<file path="src/rtl/typewriter_input_if.sv">
// ============================================================================
// Module   : typewriter_input_if
// Brief    : Keyboard-side and CPU-side signal bundle for typewriter_input.
// Revision : 1.0 - initial release
// ============================================================================
`default_nettype none

interface typewriter_input_if;
    logic        kbd_read_strobe;
    logic [6:0]  kbd_char_out;
    logic        key_was_processed;
    logic        iot_tyi;
    logic        iot_clear_flag;
    logic [17:0] tyi_data;
    logic        tyi_case;
    logic        tyi_flag;
    logic        tyi_sbs_req;

    // master: keyboard + CPU IOT decode; slave: the typewriter input block
    modport master (
        output kbd_read_strobe,
        output kbd_char_out,
        input  key_was_processed,
        output iot_tyi,
        output iot_clear_flag,
        input  tyi_data,
        input  tyi_case,
        input  tyi_flag,
        input  tyi_sbs_req
    );

    modport slave (
        input  kbd_read_strobe,
        input  kbd_char_out,
        output key_was_processed,
        input  iot_tyi,
        input  iot_clear_flag,
        output tyi_data,
        output tyi_case,
        output tyi_flag,
        output tyi_sbs_req
    );
endinterface

`default_nettype wire

</file>
<file path="src/rtl/typewriter_input.sv">
// ============================================================================
// Module   : typewriter_input
// Brief    : Captures keyboard FIO-DEC characters for the CPU TYI read and
//            acknowledges the keyboard only after the CPU has consumed them.
//            Optional macro TYPEWRITER_SBS_EN enables the sequence-break pulse.
// Revision : 1.0 - initial release
// ============================================================================
`default_nettype none

module typewriter_input #(
    parameter int SETTLE_CYCLES = 2,
    parameter int ACK_CYCLES    = 2,
    parameter int GUARD_CYCLES  = 3
) (
    input  logic                clk,
    input  logic                rst_n,
    typewriter_input_if.slave   bus
);

    localparam logic [3:0] c_settle_last = 4'(SETTLE_CYCLES - 1);
    localparam logic [3:0] c_ack_last    = 4'(ACK_CYCLES - 1);
    localparam logic [3:0] c_guard_last  = 4'(GUARD_CYCLES - 1);

    typedef enum logic [2:0] {
        S_IDLE   = 3'd0,
        S_SETTLE = 3'd1,
        S_FULL   = 3'd2,
        S_ACK    = 3'd3,
        S_GUARD  = 3'd4
    } state_t;

    state_t      r_state;
    logic [3:0]  r_cnt;
    logic [5:0]  r_code;
    logic        r_case;
    logic        r_flag;
    logic        r_ack;

    logic        w_capture;
    logic        w_read;

    assign w_capture = (r_state == S_SETTLE) && bus.kbd_read_strobe &&
                       (r_cnt == c_settle_last);
    // A simultaneous TYI and clear is one read, hence a single OR.
    assign w_read    = bus.iot_tyi | bus.iot_clear_flag;

    always_ff @(posedge clk or negedge rst_n) begin
        if (!rst_n) begin
            r_state <= S_IDLE;
            r_cnt   <= 4'd0;
            r_code  <= 6'd0;
            r_case  <= 1'b0;
            r_flag  <= 1'b0;
            r_ack   <= 1'b0;
        end else begin
            case (r_state)
                S_IDLE: begin
                    if (bus.kbd_read_strobe) begin
                        r_state <= S_SETTLE;
                        r_cnt   <= 4'd0;
                    end
                end
                S_SETTLE: begin
                    if (!bus.kbd_read_strobe) begin
                        r_state <= S_IDLE;
                        r_cnt   <= 4'd0;
                    end else if (w_capture) begin
                        r_code  <= bus.kbd_char_out[5:0];
                        r_case  <= bus.kbd_char_out[6];
                        r_flag  <= 1'b1;
                        r_state <= S_FULL;
                        r_cnt   <= 4'd0;
                    end else begin
                        r_cnt   <= r_cnt + 4'd1;
                    end
                end
                S_FULL: begin
                    if (w_read) begin
                        r_flag  <= 1'b0;
                        r_ack   <= 1'b1;
                        r_state <= S_ACK;
                        r_cnt   <= 4'd0;
                    end
                end
                S_ACK: begin
                    if (r_cnt == c_ack_last) begin
                        r_ack   <= 1'b0;
                        r_state <= S_GUARD;
                        r_cnt   <= 4'd0;
                    end else begin
                        r_cnt   <= r_cnt + 4'd1;
                    end
                end
                S_GUARD: begin
                    // Keyboard is still re-evaluating its strobe; ignore it here.
                    if (r_cnt == c_guard_last) begin
                        r_state <= S_IDLE;
                        r_cnt   <= 4'd0;
                    end else begin
                        r_cnt   <= r_cnt + 4'd1;
                    end
                end
                default: begin
                    r_state <= S_IDLE;
                    r_cnt   <= 4'd0;
                end
            endcase
        end
    end

    assign bus.key_was_processed = r_ack;
    assign bus.tyi_data          = {12'd0, r_code};
    assign bus.tyi_case          = r_case;
    assign bus.tyi_flag          = r_flag;

`ifdef TYPEWRITER_SBS_EN
    logic r_sbs_req;

    always_ff @(posedge clk or negedge rst_n) begin
        if (!rst_n) begin
            r_sbs_req <= 1'b0;
        end else begin
            r_sbs_req <= w_capture;
        end
    end

    assign bus.tyi_sbs_req = r_sbs_req;
`else
    assign bus.tyi_sbs_req = 1'b0;
`endif

endmodule

`default_nettype wire

</file>
<file path="src/flat_wrapper.sv">
// flat-port wrapper written by rule: the top's interface ports become plain ports
module typewriter_input_flat 
#(
    parameter int SETTLE_CYCLES = 2,
    parameter int ACK_CYCLES    = 2,
    parameter int GUARD_CYCLES  = 3
)
  (clk, rst_n, bus_kbd_read_strobe, bus_kbd_char_out, bus_key_was_processed, bus_iot_tyi, bus_iot_clear_flag, bus_tyi_data, bus_tyi_case, bus_tyi_flag, bus_tyi_sbs_req);
  typewriter_input_if bus_i ();
  input  logic clk;
  input  logic rst_n;
  input wire logic [$bits(bus_i.kbd_read_strobe)-1:0] bus_kbd_read_strobe;
  input wire logic [$bits(bus_i.kbd_char_out)-1:0] bus_kbd_char_out;
  output wire logic [$bits(bus_i.key_was_processed)-1:0] bus_key_was_processed;
  input wire logic [$bits(bus_i.iot_tyi)-1:0] bus_iot_tyi;
  input wire logic [$bits(bus_i.iot_clear_flag)-1:0] bus_iot_clear_flag;
  output wire logic [$bits(bus_i.tyi_data)-1:0] bus_tyi_data;
  output wire logic [$bits(bus_i.tyi_case)-1:0] bus_tyi_case;
  output wire logic [$bits(bus_i.tyi_flag)-1:0] bus_tyi_flag;
  output wire logic [$bits(bus_i.tyi_sbs_req)-1:0] bus_tyi_sbs_req;
  assign bus_i.kbd_read_strobe = bus_kbd_read_strobe;
  assign bus_i.kbd_char_out = bus_kbd_char_out;
  assign bus_key_was_processed = bus_i.key_was_processed;
  assign bus_i.iot_tyi = bus_iot_tyi;
  assign bus_i.iot_clear_flag = bus_iot_clear_flag;
  assign bus_tyi_data = bus_i.tyi_data;
  assign bus_tyi_case = bus_i.tyi_case;
  assign bus_tyi_flag = bus_i.tyi_flag;
  assign bus_tyi_sbs_req = bus_i.tyi_sbs_req;
  typewriter_input #(.SETTLE_CYCLES(SETTLE_CYCLES), .ACK_CYCLES(ACK_CYCLES), .GUARD_CYCLES(GUARD_CYCLES)) u_core (.clk(clk), .rst_n(rst_n), .bus(bus_i));
endmodule
</file>
<file path="config.mk">
export PLATFORM = sky130hd
export DESIGN_NAME = typewriter_input_flat
export DESIGN_NICKNAME = d
export VERILOG_FILES = /design/src/rtl/typewriter_input_if.sv /design/src/rtl/typewriter_input.sv /design/src/flat_wrapper.sv
export SDC_FILE = /design/constraint.sdc
export NUM_CORES = 1
export LEC_CHECK = 0
export ABC_AREA = 1
export CAP_MARGIN = 10
export CORE_MARGIN = 2
export CORE_UTILIZATION = 30
export CTS_BUF_LIST = sky130_fd_sc_hd__clkbuf_16
export DETAILED_ROUTE_END_ITERATION = 10
export DONT_BUFFER_PORTS = 1
export PLACE_DENSITY = 0.45
export SYNTH_ARGS = -nofsm -noshare
export SYNTH_HDL_FRONTEND = slang
export SYNTH_SLANG_ARGS = --single-unit
</file>
<file path="constraint.sdc">
create_clock -name clk -period 1.5 [get_ports clk]
set_clock_uncertainty 0.05 [all_clocks]
set_input_delay 0.3 -clock clk [delete_from_list [all_inputs] [get_ports clk]]
set_output_delay 0.3 -clock clk [all_outputs]
set_load 0.01 [all_outputs]
</file>
==> impl_metrics.csv, run 1 <==
group,metric,value,unit
status,outcome,"completed",
hold_path,hp-class,"in2reg",
global_route,grt_max_degree,17,
synth,yosysTopAreaCell,"dfrtp_1",
global_route,grtUsageTotal,0.115,
global_route,antenna_found_initial,0,
worst_setup_path,cp_max_fo,4,
cells_and_area,drive_gt1_frac,0.188,
route,wl_met3,136,um
floorplanning,coreArea,3050,sq um
worst_setup_path,cp_data_required_time,1.64,ns
worst_setup_path,end_kind,"flip-flop",
route,route.top_layer_used,"met4",
timing,worst_slew_pin_slew,0.754,ns
synth,synth_compound_area_frac,0.0336,
route,wirelength_met1,744,um
route,num_vias,747,
clock_tree,cts.sinks,16,
synth,syn-cell-area,968,sq um
route,ant_nets,0,
cells_and_area,syn_to_final_growth,14.5,%
route,wire_per_inst,9.81,um
timing,slew_headroom,0.496,
timing,setup-tns-final,0,ns
synth,ys_seq_elements,16,
synth,synth_xor_area_frac,0.0181,
placed_design,preCtsSetupSlack,0.00519,ns
worst_setup_path,slowest_stage,"dfrtp_2",
floorplanning,die_area,3700,sq um
floorplanning,rows,20,
route,dr_wl_met2,821,um
synth,yosysSeqAreaShare,0.413,
route,drt_pre_antenna_iters,4,
clock_tree,path_clk_slew,0.05,ns
placed_design,dp.final_hpwl,1370,um
timing,period_share,0.918,
route,routed_wl,1740,um
job,maxCapViolCount,0,
clock_tree,cts_buffers,3,
synth,synth_cells,126,
timing,setup_viol_count_final,0,
route,drc,0,
floorplanning,die_w,60.8,um
route,viasPerCell,4.22,
clock_tree,htreeDepth,1,
timing,hold_viol_final,0,
worst_setup_path,max_stage_delay,0.44,ns
cells_and_area,nets,149,
global_route,grt-ovfl-total,0,
floorplanning,num_io_pins,34,
synth,synthSimpleGateAreaFrac,0.329,
global_route,grt_pass1_vias,714,
synth,synth.area.top_cells,"dfrtp_1 41%, nand2_1 16%, buf_4 10%",
synth,avgSynthCellArea,7.69,sq um
cells_and_area,fill_cells,322,
worst_setup_path,worstSetupPathType,"reg2reg",
synth,synth_mux_area_frac,0,
timing,fmax,726,MHz
global_route,grt_first_pass_wirelength,3080,um
route,drt_iter0_drc,31,
pwr,p_total,0.00223,W
timing,min_period,1.38,ns
worst_setup_path,crit_top_cell,"nand3_1",
worst_setup_path,cp_cell_sequence,"inv_2 -> ha_1 -> nand3_1 -> a21oi_2 -> buf_4 -> nand3_1 -> nand2_1",
floorplanning,die_h,60.8,um
worst_setup_path,crit_arrival,1.51,ns
pwr,ir_worst_vdd,0.703,mV
synth,synth_warnings,0,
synth,synth.top_cell.area_share,0.413,
synth,synth_top_family_by_area,"simple AND/OR/NAND/NOR gates",
worst_setup_path,critPathLaunchType,"flip-flop",
cells_and_area,antenna_cells,0,
placed_design,place_congestion,0.812,
clock_tree,cts_buffer_depth,2,
synth,synthAdderAreaFrac,0.0388,
clock_tree,clk_latency,0.25,ns
timing,setup_ws,0.123,ns
synth,ys_types,20,
pwr,power.density,2010,nW/um^2
clock_tree,cts-root-buf,"clkbuf_16",
floorplanning,initial_core_util,0.317,
pwr,power_leakage,0.610,nW
timing,rsz0062_at_grt,"no",
timing,drv_slew,0,
cells_and_area,final_util,0.363,
clock_tree,cts_tree,"done",
placed_design,io_buffers,0,
-- cells in the mapped netlist --
master,number
conb_1,1
o21ai_0,1
nand2_2,2
o21ai_2,1
nor2_1,11
dfrtp_1,16
nor2_4,2
nand3_4,1
nand2_1,40
nand4_1,2
inv_1,11
a21oi_1,1
inv_2,5
ha_1,3
a21oi_2,1
o21ai_1,1
nand3_1,10
buf_4,13
nor2_2,2
xor2_1,2
-- layer usage --
metal,up-vias,GRT usage
li1,374,-
met1,339,0.153
met5,-,0
met3,3,0.0320
met2,31,0.164
met4,0,0.0683
-- cell families (layout without fill, tap and decap cells) --
kind of cell | after synthesis | in the layout
flip-flops | 16 | 16
AND/OR/NAND/NOR | 70 | 70
XOR/XNOR | 2 | 2
buffers and inverters | 29 | 24
adder cells (fa/ha/maj) | 3 | 3
AO/OA/AOI/OAI | 5 | 5
other | 1 | 13
-- worst paths after layout --
kind	start	to	slack [ns]	cells after the start
hold / removal	bus_kbd_char_out[5]	u_core.r_code[5]	0.12	2
min in group asynchronous	rst_n	u_core.r_cnt[1]	0.52	1
setup / recovery	u_core.r_cnt[0]	u_core.r_state[1]	0.12	7
hold reg to reg	u_core.r_state[0]	u_core.r_state[0]	0.49	2
max in group asynchronous	rst_n	u_core.r_cnt[0]	0.36	1
setup reg to reg	u_core.r_cnt[0]	u_core.r_state[1]	0.12	7
-- final cells by class --
type | count | area (sq um) | share of cell area
Clock buffer | 3 | 75.1 | 0.0677
Clock inverter | 1 | 3.75 | 0.00339
Inverter | 16 | 60.1 | 0.0542
Multi-Input combinational cell | 93 | 480 | 0.433
Sequential cell | 16 | 402 | 0.362
Tap cell | 44 | 55.1 | 0.0497
Timing Repair Buffer | 4 | 32.5 | 0.0293
-- state kept, by name (all words and copies together) (netlist names) --
name	cells
u_core.bus.tyi_case	1
u_core.r_state	3
u_core.bus.key_was_processed	1
u_core.bus.tyi_flag	1
u_core.r_cnt	4
u_core.r_code	6
-- per-stage QoR --
stage / cells / instance area, sq um / hold slack, ns
after floorplan: 138 / 1010 / -0.0456
after global placement: 170 / 978 / -0.0450
after detailed placement: 170 / 978 / -0.0448
after CTS: 175 / 1070 / 0.112
after global routing: 177 / 1110 / 0.119
final: 177 / 1110 / 0.118
-- power by group --
group          internal, W  total, W  leakage [nW]  switching (W)
combinational     0.000349  0.000878         0.368       0.000528
sequential        0.000617  0.000837         0.204       0.000220
clock             0.000354  0.000519        0.0385       0.000165
-- critical path, delay by kind of cell (launching register included) --
family / cells / cell delay [ns]
compound gates: 1 / 0.21
fa+ha+maj: 1 / 0.16
buf+inv: 2 / 0.21
flops: 1 / 0.44
simple gates: 3 / 0.25
-- cells in the final DEF (no fill, tap or decap) --
| master | n |
|---|---|
| nand3_4 | 1 |
| buf_4 | 3 |
| nand2_2 | 2 |
| nand2_4 | 1 |
| nor2_2 | 1 |
| inv_1 | 9 |
| dfrtp_1 | 15 |
| nor2_1 | 11 |
| a21oi_1 | 1 |
| conb_1 | 13 |
| dfrtp_2 | 1 |
| clkbuf_16 | 3 |
| nand4_1 | 2 |
| inv_2 | 7 |
| xor2_1 | 2 |
| nor2_4 | 3 |
| clkinv_1 | 1 |
| a21oi_2 | 1 |
| ha_4 | 1 |
| o21ai_1 | 1 |
| dlygate4sd3_1 | 1 |
| nand3_1 | 10 |
| o21ai_2 | 1 |
| o21ai_0 | 1 |
| ha_1 | 2 |
| nand2_1 | 39 |
-- timing repair --
action | in CTS | in global routing
buffers inserted | 0 | 2
resized for setup | 1 | 7
hold endpoints to repair | 16 | 0
pin swaps | 0 | 1
hold buffers | 1 | 0
setup endpoints to repair | 1 | 6
Power figures use the tool's default switching activity.
==> run 2, diff against run 1 <==
Settings changed: SKIP_CTS_REPAIR_TIMING set to 1, TNS_END_PERCENT set to 50.
==> run 2 against run 1 <==
Compared with the run above: non-clock buffer count is the same; worst hold slack is the same; die area is the same; via count grew 0.13%; critical path depth is the same; total power is essentially flat; register-to-register slack is essentially flat; final cell count is the same; sequential power is essentially flat; sequential cell count is the same; design area is the same; global-route usage is the same; critical path type unchanged; critical endpoint unchanged.
==> impl_metrics.csv, run 2 (same netlist as run 1, synthesis figures left out) <==
group,metric,value,unit
status,outcome,"completed",
global_route,grtUsageTotal,0.115,
worst_setup_path,end_kind,"flip-flop",
worst_setup_path,worstSetupPathType,"reg2reg",
cells_and_area,nets,149,
clock_tree,path_clk_slew,0.05,ns
cells_and_area,syn_to_final_growth,14.5,%
worst_setup_path,crit_top_cell,"nand3_1",
clock_tree,cts-root-buf,"clkbuf_16",
global_route,antenna_found_initial,0,
timing,fmax,727,MHz
global_route,grt_pass1_vias,711,
route,drt_pre_antenna_iters,4,
clock_tree,htreeDepth,1,
timing,setup_ws,0.124,ns
worst_setup_path,cp_cell_sequence,"inv_2 -> ha_1 -> nand3_1 -> a21oi_2 -> buf_4 -> nand3_1 -> nand2_1",
cells_and_area,final_common_cell,"nand2_1",
timing,setup-tns-final,0,ns
hold_path,hold_depth,2,
floorplanning,num_io_pins,34,
timing,setup_viol_count_final,0,
clock_tree,cts_buffers,3,
worst_setup_path,cp_max_fo,4,
cells_and_area,antenna_cells,0,
floorplanning,die_h,60.8,um
global_route,grt_max_degree,17,
worst_setup_path,cp_data_required_time,1.64,ns
route,wire_per_inst,9.76,um
hold_path,holdCritStartpoint,"bus_kbd_char_out[5]",
timing,slew_headroom,0.496,
cells_and_area,final_util,0.363,
cells_and_area,final_cell_mix,"39 x nand2_1, 15 x dfrtp_1, 13 x conb_1, 11 x nor2_1, 10 x nand3_1",
job,maxCapViolCount,0,
clock_tree,cts_buffer_depth,2,
cells_and_area,largest_reg_flops,6,
cells_and_area,largest_register,"u_core.r_code",
worst_setup_path,max_stage_delay,0.44,ns
pwr,ir_worst_vdd,0.703,mV
global_route,grt-ovfl-total,0,
hold_path,hp-class,"in2reg",
worst_setup_path,crit_arrival,1.51,ns
clock_tree,cts_tree,"done",
pwr,power.density,2010,nW/um^2
cells_and_area,fill_cells,322,
worst_setup_path,reg2regPathDepth,7,
route,routed_wl,1730,um
cells_and_area,top_regs,"u_core.r_code (6), u_core.r_cnt (4), u_core.r_state (3)",
worst_setup_path,critPathLaunchType,"flip-flop",
placed_design,io_buffers,0,
worst_setup_path,r2r_setup_slack,0.12,ns
pwr,power_leakage,0.610,nW
placed_design,place_congestion,0.812,
clock_tree,cts.sinks,16,
worst_setup_path,rr_startpoint,"u_core.r_cnt[0]",
floorplanning,die_w,60.8,um
placed_design,dp.final_hpwl,1370,um
timing,drv_slew,0,
timing,hold_viol_final,0,
clock_tree,clk_latency,0.25,ns
worst_setup_path,slowest_stage,"dfrtp_2",
worst_setup_path,reg2reg_to,"u_core.r_state[1]",
route,drt_iter0_drc,31,
timing,min_period,1.38,ns
floorplanning,rows,20,
hold_path,min_to,"u_core.r_code[5]",
timing,period_share,0.918,
floorplanning,initial_core_util,0.317,
global_route,grt_first_pass_wirelength,3080,um
cells_and_area,drive_gt1_frac,0.188,
route,ant_nets,0,
timing,rsz0062_at_grt,"no",
floorplanning,coreArea,3050,sq um
floorplanning,die_area,3700,sq um
route,num_vias,748,
placed_design,preCtsSetupSlack,0.00519,ns
route,drc,0,
route,viasPerCell,4.23,
timing,worst_slew_pin_slew,0.754,ns
## run 2: power breakdown
group	switching [W]	internal [W]	leakage, nW
registers	0.000220	0.000617	0.204
logic	0.000528	0.000349	0.368
clock network	0.000165	0.000354	0.0385
## run 2: how the worst max path moves through the flow
stage                          startpoint  cells past startpoint  slack [ns]                 to
after global routing      u_core.r_cnt[1]                      9      0.0003  u_core.r_state[0]
after CTS                 u_core.r_cnt[1]                      9      -0.005  u_core.r_state[0]
final                     u_core.r_cnt[0]                      7        0.12  u_core.r_state[1]
after global placement    u_core.r_cnt[1]                      9        0.04  u_core.r_state[0]
after floorplan           u_core.r_cnt[1]                      9        0.17  u_core.r_state[0]
after detailed placement  u_core.r_cnt[1]                      9       0.005  u_core.r_state[0]
## run 2: worst max-delay path: cells and delay by family, from the launching register on
| family | cells | cell delay [ns] |
|---|---|---|
| buf+inv | 2 | 0.21 |
| simple gates | 3 | 0.25 |
| fa+ha+maj | 1 | 0.16 |
| flops | 1 | 0.44 |
| compound gates | 1 | 0.21 |
## run 2: area by class of cell
cell class,count,area [sq um],area share
clock inverters,1,3.75,0.00339
repair buffers,4,32.5,0.0293
well taps,44,55.1,0.0497
multi-input cells,93,480,0.433
flip-flops and latches,16,402,0.362
inverters,16,60.1,0.0542
clock buffers,3,75.1,0.0677
## run 2: metrics by stage
stage               power [W]  instances  cell area, sq um  hold WS, ns
floorplan             0.00148        138              1010      -0.0456
global placement      0.00161        170               978      -0.0450
detailed placement    0.00162        170               978      -0.0448
CTS                   0.00216        174              1060       -0.310
global route          0.00247        177              1110        0.119
finish                0.00223        177              1110        0.118
## run 2: layer usage
layer / up-vias / track usage / routed length (um)
met5: - / 0 / 0
met4: 0 / 0.0683 / 48
met3: 5 / 0.0320 / 128
met2: 29 / 0.164 / 805
met1: 341 / 0.153 / 746
li1: 373 / - / -
==> edit, RTL diff (config.mk and constraints of run 1) <==
Build with the macro `TYPEWRITER_SBS_EN` defined.
--- a/src/rtl/typewriter_input.sv
+++ b/src/rtl/typewriter_input.sv
@@ -6,6 +6,8 @@
 // Revision : 1.0 - initial release
 // ============================================================================
 `default_nettype none
+
+`define TYPEWRITER_SBS_EN
 
 module typewriter_input #(
     parameter int SETTLE_CYCLES = 2,
Formal check against the unedited RTL: not equivalent (Yosys sat finds a counterexample within 4 cycles, from zero or initial values and one cycle with rst_n low).
==> edit against run 1 <==
- cell area fell by 1.5%
- total power fell by 1.8%
- critical endpoint is now u_core.r_state[0]$_DFFE_PN0P_
- combinational power is 8.1% lower
- sequential cell count up 1
- setup slack gained 0.00098 ns
- synthesized area up 1.6%
- synthesized cell count is 8.7% lower
- critical path depth increased by 1
- sequential share of layout area is 2.7 points higher
- largest cell class unchanged
- core utilization down 0.82 points
- routed wire length increased by 3.2%
==> edit: results (changes against run 1) <==
| Metric | Value |
|---|---|
| Switch Pwr | 0.901 mW (-1.4%) |
| Pin count of the biggest net entering global routing | 18 (+1) |
| Area post-placement | 990 um2 (+1.2%) |
| Layout cells sized above 1 | 0.218 (+0.0305) |
| Worst hold path class | in2reg |
| First-pass GRT wire length | 3170 um (+3.2%) |
| Worst setup path end | u_core.r_state[0]$_DFFE_PN0P_ |
| Synth top area cells | dfrtp_1, nand2_1, buf_4, ha_1, nand2_4 |
| Synth warnings | 0 (unchanged) |
| Met2 usage | 0.178 (+0.0134) |
| P&R area growth vs syn | 11.1% |
| Total GRT Usage | 0.115 (+0.000646) |
| IO buf count | 0 (unchanged) |
| Status | completed |
| Post-DP HPWL | 1400 um (+2.2%) |
| DR iter-0 viols | 7 (-77%) |
| Count of unique library cells instantiated by Yosys | 22 (+10%) |
| LEAKAGE | 0.557 nW (-8.7%) |
| Number of iterations in the first detailed-routing pass | 2 (-2) |
| Worst-Skew Late Latency | 0.25 ns (about the same) |
| Max FO, Critical Path | 5 (+1) |
| Nets | 135 (-9.4%) |
| Setup Fix Bufs, Post-CTS | 0 (unchanged) |
| Met3 GRT Util | 0.0273 (-0.00467) |
| Number of global-route vias before repair | 699 (-2.1%) |
| Post-Synthesis Cells | 115 (-8.7%) |
| Worst slack, placed | 0.0980 ns (+0.0928 ns) |
| Fin crit share | 0.917 (about the same) |
| Number of fill cells | 334 (+3.7%) |
| Slew headroom | 0.475 (-0.0204) |
| Clk Tree Root Cell | clkbuf_16 |
| Register area share after synthesis | 0.433 (+0.0191) |
| Via count | 675 (-9.6%) |
| Reg2reg path depth | 8 (+1) |
| GPL Wtd Cong | 0.752 (-7.5%) |
| DRT Wirelength | 1790 um (+3.2%) |
| Crit path launch | u_core.r_cnt[1]$_DFFE_PN0P_ |
| Commonest cells in the netlist | nand2_1, dfrtp_1, buf_4, inv_1, nor2_1 |
| Vias per Instance | 4.14 (-1.9%) |
| IR drop worst, VDD | 0.587 mV (-16%) |
| Dpl cells | 158 (-7.1%) |
| Met1 usage | 0.152 (-0.00160) |
==> edit: cell types whose count changed in the layout (fill, tap and decap cells not counted), moves of 3 or more <==
cell	delta
nor2_1	-4
inv_2	-3
buf_4	-3
nand2_1	-6
nand3_1	-5
inv_1	-4
==> edit: logic make-up (layout without fill, tap and decap cells) <==
group | Yosys count | in the layout | synth area share
AND/OR/NAND/NOR | 63 | 63 | 0.324
flip-flops | 17 | 17 | 0.433
other | 1 | 12 | 0.00381
buffers and inverters | 22 | 15 | 0.135
XOR/XNOR | 2 | 2 | 0.0178
adder cells (fa/ha/maj) | 3 | 3 | 0.0382
AO/OA/AOI/OAI | 7 | 7 | 0.0484
==> edit: power by group through the flow <==
stage / Combinational [mW] / Clock (mW) / Sequential, mW
floorplan: 0.681 / 0 / 0.817
global placement: 0.775 / 0 / 0.863
detailed placement: 0.770 / 0 / 0.863
CTS: 0.788 / 0.558 / 0.856
global route: 0.938 / 0.587 / 0.885
finish: 0.807 / 0.536 / 0.850
==> edit: layout make-up <==
type / count / share of cell area
clock inverter: 1 / 0.00458
tap: 44 / 0.0504
clock buffer: 3 / 0.0687
multi-input combinational: 87 / 0.439
timing repair buffer: 1 / 0.00916
sequential: 17 / 0.389
inverter: 10 / 0.0389
==> edit: layer usage <==
metal,part of all wire,wire length (um),vias to the layer above
li1,-,-,348
met1,0.45,800,306
met2,0.48,864,17
met3,0.055,99,4
met4,0.015,27,0
met5,0,0,-
==> edit: worst min-delay path by stage <==
stage,depth (start not counted),slack [ns],end,from
after global routing,2,0.11,u_core.r_code[1]$_DFFE_PN0P_,bus_kbd_char_out[1]
after detailed placement,0,-0.05,u_core.r_cnt[3]$_DFFE_PN0P_,rst_n
final,2,0.11,u_core.r_code[3]$_DFFE_PN0P_,bus_kbd_char_out[3]
after floorplan,0,-0.05,u_core.bus.key_was_processed$_DFFE_PN0P_,rst_n
after global placement,0,-0.05,u_core.r_cnt[1]$_DFFE_PN0P_,rst_n
after CTS,2,0.11,u_core.r_code[3]$_DFFE_PN0P_,bus_kbd_char_out[3]
==> edit: worst max-delay path: stages (launching register included) <==
cell and delay [ns]:
dfrtp_1 0.42, inv_1 0.07, ha_1 0.21, nand3_4 0.13, nand2_2 0.11, nand2_4 0.06, nor2_4 0.11, nand3_1 0.08
nand2_1 0.07
==> edit: timing repair <==
item                                    4_1_cts  5_1_grt
endpoints found under the hold margin        17        0
hold buffers                                  1        0
gates resized for setup                       0        4
endpoints found under the setup margin        0       12
